--- src/rtl/conv_sched_pkg.sv ---
// conv_sched_pkg: shared state encoding and default tile geometry for the conv layer scheduler
package conv_sched_pkg;
  typedef enum logic [1:0] {IDLE, ISSUE, WAIT_WB, DONE} state_t;
  localparam int DEF_CW        = 8;
  localparam int DEF_OC_TILES  = 4;
  localparam int DEF_ROW_TILES = 8;
  localparam int DEF_IC_CHUNKS = 6;
endpackage

--- src/rtl/conv_layer_sched_loop_cnt.sv ---
// sched_loop_cnt: nested row (inner) / output-channel (outer) tile counter with final-tile flag
module sched_loop_cnt #(
  parameter int ROWS = 8,
  parameter int OCS  = 4,
  parameter int W    = 8
) (
  input  logic         clk,
  input  logic         rst,
  input  logic         clr_i,
  input  logic         inc_i,
  output logic [W-1:0] row_o,
  output logic [W-1:0] oc_o,
  output logic         last_o
);
  logic [W-1:0] row_q, row_d, oc_q, oc_d;
  logic         row_max;
  // row wraps into an oc increment; clear has priority over increment
  always_comb begin
    row_max = row_q == W'(ROWS - 1);
    row_d   = clr_i ? '0 : inc_i ? (row_max ? '0 : row_q + W'(1)) : row_q;
    oc_d    = clr_i ? '0 : (inc_i && row_max) ? oc_q + W'(1) : oc_q;
    last_o  = row_max && (oc_q == W'(OCS - 1));
  end
  // tile position registers
  always_ff @(posedge clk) begin
    if (rst) begin
      row_q <= '0;
      oc_q  <= '0;
    end else begin
      row_q <= row_d;
      oc_q  <= oc_d;
    end
  end
  assign row_o = row_q;
  assign oc_o  = oc_q;
endmodule

--- src/rtl/conv_layer_sched.sv ---
// conv_layer_sched: walks oc/row/ic tile loops issuing PE commands; CONV_SCHED_PERF_EN adds perf counters
module conv_layer_sched
  import conv_sched_pkg::*;
#(
  parameter int OC_TILES  = DEF_OC_TILES,
  parameter int ROW_TILES = DEF_ROW_TILES,
  parameter int IC_CHUNKS = DEF_IC_CHUNKS,
  parameter int CW        = DEF_CW
) (
  input  logic          clk,
  input  logic          rst,
  input  logic          start,
  input  logic          halt,
  output logic          issue_v,
  input  logic          issue_rdy,
  output logic [CW-1:0] issue_oc,
  output logic [CW-1:0] issue_row,
  output logic [CW-1:0] issue_ic,
  output logic          issue_first,
  output logic          issue_last,
  input  logic          wb_done,
  output logic          busy,
  output logic          layer_done,
  output logic [31:0]   perf_busy_cyc,
  output logic [31:0]   perf_halt_cyc
);
  state_t        state_q, state_d;
  logic [CW-1:0] ic_q, ic_d;
  logic          held_q, held_d;
  logic          cnt_clr, cnt_inc, tile_last, ic_max, start_acc;
  sched_loop_cnt #(.ROWS(ROW_TILES), .OCS(OC_TILES), .W(CW)) u_loop (
    .clk   (clk),
    .rst   (rst),
    .clr_i (cnt_clr),
    .inc_i (cnt_inc),
    .row_o (issue_row),
    .oc_o  (issue_oc),
    .last_o(tile_last)
  );
  // held_q keeps a raised valid up until accepted so halt can never withdraw it
  always_comb begin
    state_d   = state_q;
    ic_d      = ic_q;
    held_d    = 1'b0;
    cnt_clr   = 1'b0;
    cnt_inc   = 1'b0;
    ic_max    = ic_q == CW'(IC_CHUNKS - 1);
    start_acc = (state_q == IDLE) && start;
    issue_v   = (state_q == ISSUE) && (held_q || !halt);
    unique case (state_q)
      IDLE: if (start) begin
        state_d = ISSUE;
        ic_d    = '0;
        cnt_clr = 1'b1;
      end
      ISSUE: begin
        held_d = issue_v && !issue_rdy;
        if (issue_v && issue_rdy) begin
          state_d = ic_max ? WAIT_WB : ISSUE;
          ic_d    = ic_max ? '0 : ic_q + CW'(1);
        end
      end
      WAIT_WB: if (wb_done) begin
        state_d = tile_last ? DONE : ISSUE;
        cnt_inc = !tile_last;
      end
      DONE: state_d = IDLE;
    endcase
  end
  // FSM state, inner chunk index and valid-hold flag
  always_ff @(posedge clk) begin
    if (rst) begin
      state_q <= IDLE;
      ic_q    <= '0;
      held_q  <= 1'b0;
    end else begin
      state_q <= state_d;
      ic_q    <= ic_d;
      held_q  <= held_d;
    end
  end
  assign issue_ic    = ic_q;
  assign issue_first = issue_v && (ic_q == '0);
  assign issue_last  = issue_v && ic_max;
  assign busy        = state_q != IDLE;
  assign layer_done  = state_q == DONE;
`ifdef CONV_SCHED_PERF_EN
  logic [31:0] pbusy_q, phalt_q;
  // saturating activity counters, cleared at each accepted start
  always_ff @(posedge clk) begin
    if (rst || start_acc) begin
      pbusy_q <= '0;
      phalt_q <= '0;
    end else begin
      if (busy && !(&pbusy_q)) pbusy_q <= pbusy_q + 32'd1;
      if (busy && halt && !(&phalt_q)) phalt_q <= phalt_q + 32'd1;
    end
  end
  assign perf_busy_cyc = pbusy_q;
  assign perf_halt_cyc = phalt_q;
`else
  assign perf_busy_cyc = '0;
  assign perf_halt_cyc = '0;
`endif
endmodule
--- config.mk ---
export PLATFORM = sky130hd
export DESIGN_NAME = conv_layer_sched
export DESIGN_NICKNAME = d
export VERILOG_FILES = /design/src/rtl/conv_sched_pkg.sv /design/src/rtl/conv_layer_sched_loop_cnt.sv /design/src/rtl/conv_layer_sched.sv
export SDC_FILE = /design/constraint.sdc
export NUM_CORES = 1
export LEC_CHECK = 0
export CAP_MARGIN = 20
export CORE_AREA = 2 2 77 79
export DETAILED_ROUTE_END_ITERATION = 16
export DIE_AREA = 0 0 79 81
export PLACE_DENSITY_LB_ADDON = 0.1
export REMOVE_ABC_BUFFERS = 1
export SYNTH_ARGS = -nofsm -noshare
export SYNTH_HDL_FRONTEND = slang
export SYNTH_SLANG_ARGS = --single-unit
--- constraint.sdc ---
create_clock -name clk -period 1.7 [get_ports clk]
set_input_delay 0.51 -clock clk [delete_from_list [all_inputs] [get_ports clk]]
set_output_delay 0.51 -clock clk [all_outputs]
set_load 0.1 [all_outputs]
==> flow_summary.json <==
{
  "routabilityCongestion": 0.779,
  "place.port_buffers": 34,
  "hold_path.class": "flop to flop",
  "die_w_um": 79,
  "status": "finished with violations",
  "synth-compound-area-share_pct": 12.8,
  "wl_per_cell_um": 11.3,
  "tritoncts": "yes",
  "synth-xor-area-share_pct": 2.62,
  "yosysWarnings": 0,
  "dpl.cell_count": 404,
  "synth_ff_type": "dfxtp_1",
  "synthSimpleGateAreaFrac_pct": 25.7,
  "rows": 28,
  "synth_cells": 249,
  "synth_fa_ha_area_share_pct": 3.12,
  "grt_pass1_vias": 1697,
  "cp_data_required_time_ns": 1.19,
  "clkLatencyLatePin_ns": 0.27,
  "fin_crit_ns": 2.05,
  "fmax_ghz": 0.487,
  "drtIter0Drc": 57,
  "fin_skew_ns": 0.00300,
  "dp_slack_ns": -0.543,
  "h-tree-depth": 1,
  "grt_use_total_pct": 14.8,
  "pin_count": 99,
  "p_per_area_nw_per_um2": 589,
  "layout_setup_ws_ns": -0.353,
  "grt_max_degree": 16,
  "final_cells": 423,
  "drtPass1Iterations": 4,
  "irDropWorstVdd_uv": 335,
  "vias": 1897,
  "floorplan.initialDensity_pct": 35.4,
  "drc": 0,
  "synth_enable_flop_cells": 0,
  "layout-drive-gt1-share_pct": 42.2,
  "yosys.cell_types.count": 46,
  "die_y_um": 81,
  "crit_type": "flop to primary output",
  "synth.avg_cell_area_um2": 8.06,
  "core-area_um2": 5680,
  "clockBufferDepth": 2,
  "finalSetupViolCount": 6,
  "ys_ff_latch": 27,
  "end_kind": "primary output",
  "layout_commonest_cell": "conb_1",
  "cts-root-buf": "clkbuf_8",
  "layout.cells.most_common_list": "conb_1 (64), buf_4 (56), buf_12 (31), dfxtp_1 (16), a21oi_1 (14)",
  "violations": "setup timing",
  "crit_fanout": 3,
  "postLayoutCoreUtil_pct": 57.8,
  "cts.clk_slew.worst_paths_ns": 0.09,
  "ys_seq_area_share_pct": 26.9,
  "start_kind": "flop",
  "synth_top_family_by_area": "buffers and inverters",
  "p_leak_nw": 1.39,
  "rsz0062_at_grt": "yes",
  "clock-sinks": 27,
  "areaGrowthSynthToFinish_pct": 63.4,
  "synth_mux_area_share_pct": 0.997,
  "mappedNetlistArea_um2": 2010,
  "antenna_found_initial": 0,
  "cap_viol_max_count": 0,
  "finalCritPeriodShare_pct": 121,
  "die_area_um2": 6400,
  "antenna_cells": 0,
  "grt_pass1_wl_mm": 7.59,
  "dp_hpwl_mm": 3.49,
  "ctsHoldBuffers": 0,
  "grt-ovfl-total": 0,
  "drt_wl_total_mm": 4.79,
  "ant_nets": 0,
  "cts_buffers": 3,
  "nets": 360,
  "drv_slew": 0,
  "hold_viol_final": 0,
  "synthArstFlopShare_pct": 0,
  "cp.arrival_ns": 1.54,
  "viasPerCell": 4.48
}
[where the power goes]
group | internal [mW] | switching, mW
combinational | 0.146 | 0.776
clock | 0.168 | 0.202
sequential | 0.637 | 0.00474
total | 0.951 | 0.982
[synth_stat cells (2+ instances only)]
master | n | area, um2
a21oi_1 | 16 | 80.1
or2_1 | 2 | 12.5
o31ai_1 | 4 | 30.0
a31oi_1 | 2 | 12.5
inv_1 | 8 | 30.0
inv_2 | 2 | 7.51
dfxtp_1 | 27 | 541
o21ai_1 | 5 | 25.0
nor4_1 | 5 | 31.3
nand2b_1 | 3 | 18.8
nand4_1 | 7 | 43.8
nor3_1 | 4 | 20.0
mux2i_1 | 2 | 20.0
xnor2_1 | 4 | 35.0
xor2_1 | 2 | 17.5
nor2_1 | 9 | 33.8
and3b_1 | 2 | 17.5
and3_1 | 2 | 12.5
nand2_1 | 13 | 48.8
or3_1 | 7 | 43.8
buf_2 | 2 | 10.0
or4_1 | 6 | 45.0
a211oi_1 | 2 | 15.0
nand3_1 | 10 | 50.1
buf_4 | 64 | 480
ha_1 | 5 | 62.6
clkbuf_1 | 4 | 15.0
a41oi_1 | 2 | 17.5
nand3b_1 | 2 | 15.0
nor4_2 | 2 | 25.0
or3b_1 | 2 | 17.5
o21ai_0 | 7 | 35.0
or4_4 | 2 | 22.5
[flip-flops by register name, summed over array words and instances, names as in the netlist]
| register | count |
|---|---|
| issue_ic | 8 |
| held_q | 1 |
| u_loop.row_o | 8 |
| state_q | 2 |
| u_loop.oc_o | 8 |
[final timing paths]
path / from / to / slack [ns] / cells after the start
worst min-delay path: issue_ic[3] / issue_ic[3] / 0.50 / 2
worst max-delay path: issue_ic[6] / issue_first / -0.35 / 6
worst max register to register: state_q[0] / u_loop.row_o[3] / -0.02 / 6
worst min register to register: issue_ic[3] / issue_ic[3] / 0.50 / 2
[timing repair]
action | CTS | global route
buffers inserted | 13 | 7
pin swaps | 14 | 21
endpoints found under the setup margin | 26 | 25
gates resized for setup | 36 | 35
[per-layer routing]
metal / share of wire [%] / track usage, % / vias to the layer above
met5: 0 / 0 / -
met2: 49 / 24.9 / 64
met4: 1.5 / 5.17 / 0
li1: - / - / 952
met1: 45 / 19.6 / 876
met3: 4.3 / 1.78 / 5
[metrics by stage]
stage	power (mW)	setup TNS (ns)	instance area, um2	hold slack [ns]
3_5_place_dp	1.52	-10.87	2880	0.507
2_1_floorplan	1.39	-17.13	1730	0.579
5_1_grt	2.00	-1.53	3280	0.544
6_report	1.93	-0.715	3280	0.502
3_3_place_gp	1.52	-10.52	2880	0.498
4_1_cts	1.92	-0.728	3100	0.520
[area by class of cell]
cell class,instances,area [um2]
Sequential cell,27,559
Fill cell,520,2390
Timing Repair Buffer,103,1210
Multi-Input combinational cell,204,1320
Inverter,10,47.5
Clock buffer,4,45.0
Tap cell,75,93.8
[critical path: stages, from the launching register on]
cell	delay, ns
dfxtp_2	0.34
nor4_4	0.26
buf_4	0.17
nand2_2	0.05
nor4_2	0.13
buf_4	0.16
buf_12	0.16
[kinds of logic (layout without fill, tap and decap cells)]
group,Yosys count,count (layout)
simple gates,85,85
buf+inv,81,117
compound gates,42,42
flops,27,27
xor+xnor,6,6
fa+ha+maj,5,5
mux,2,2
other cells,1,64
(Power assumes the default switching activity.)
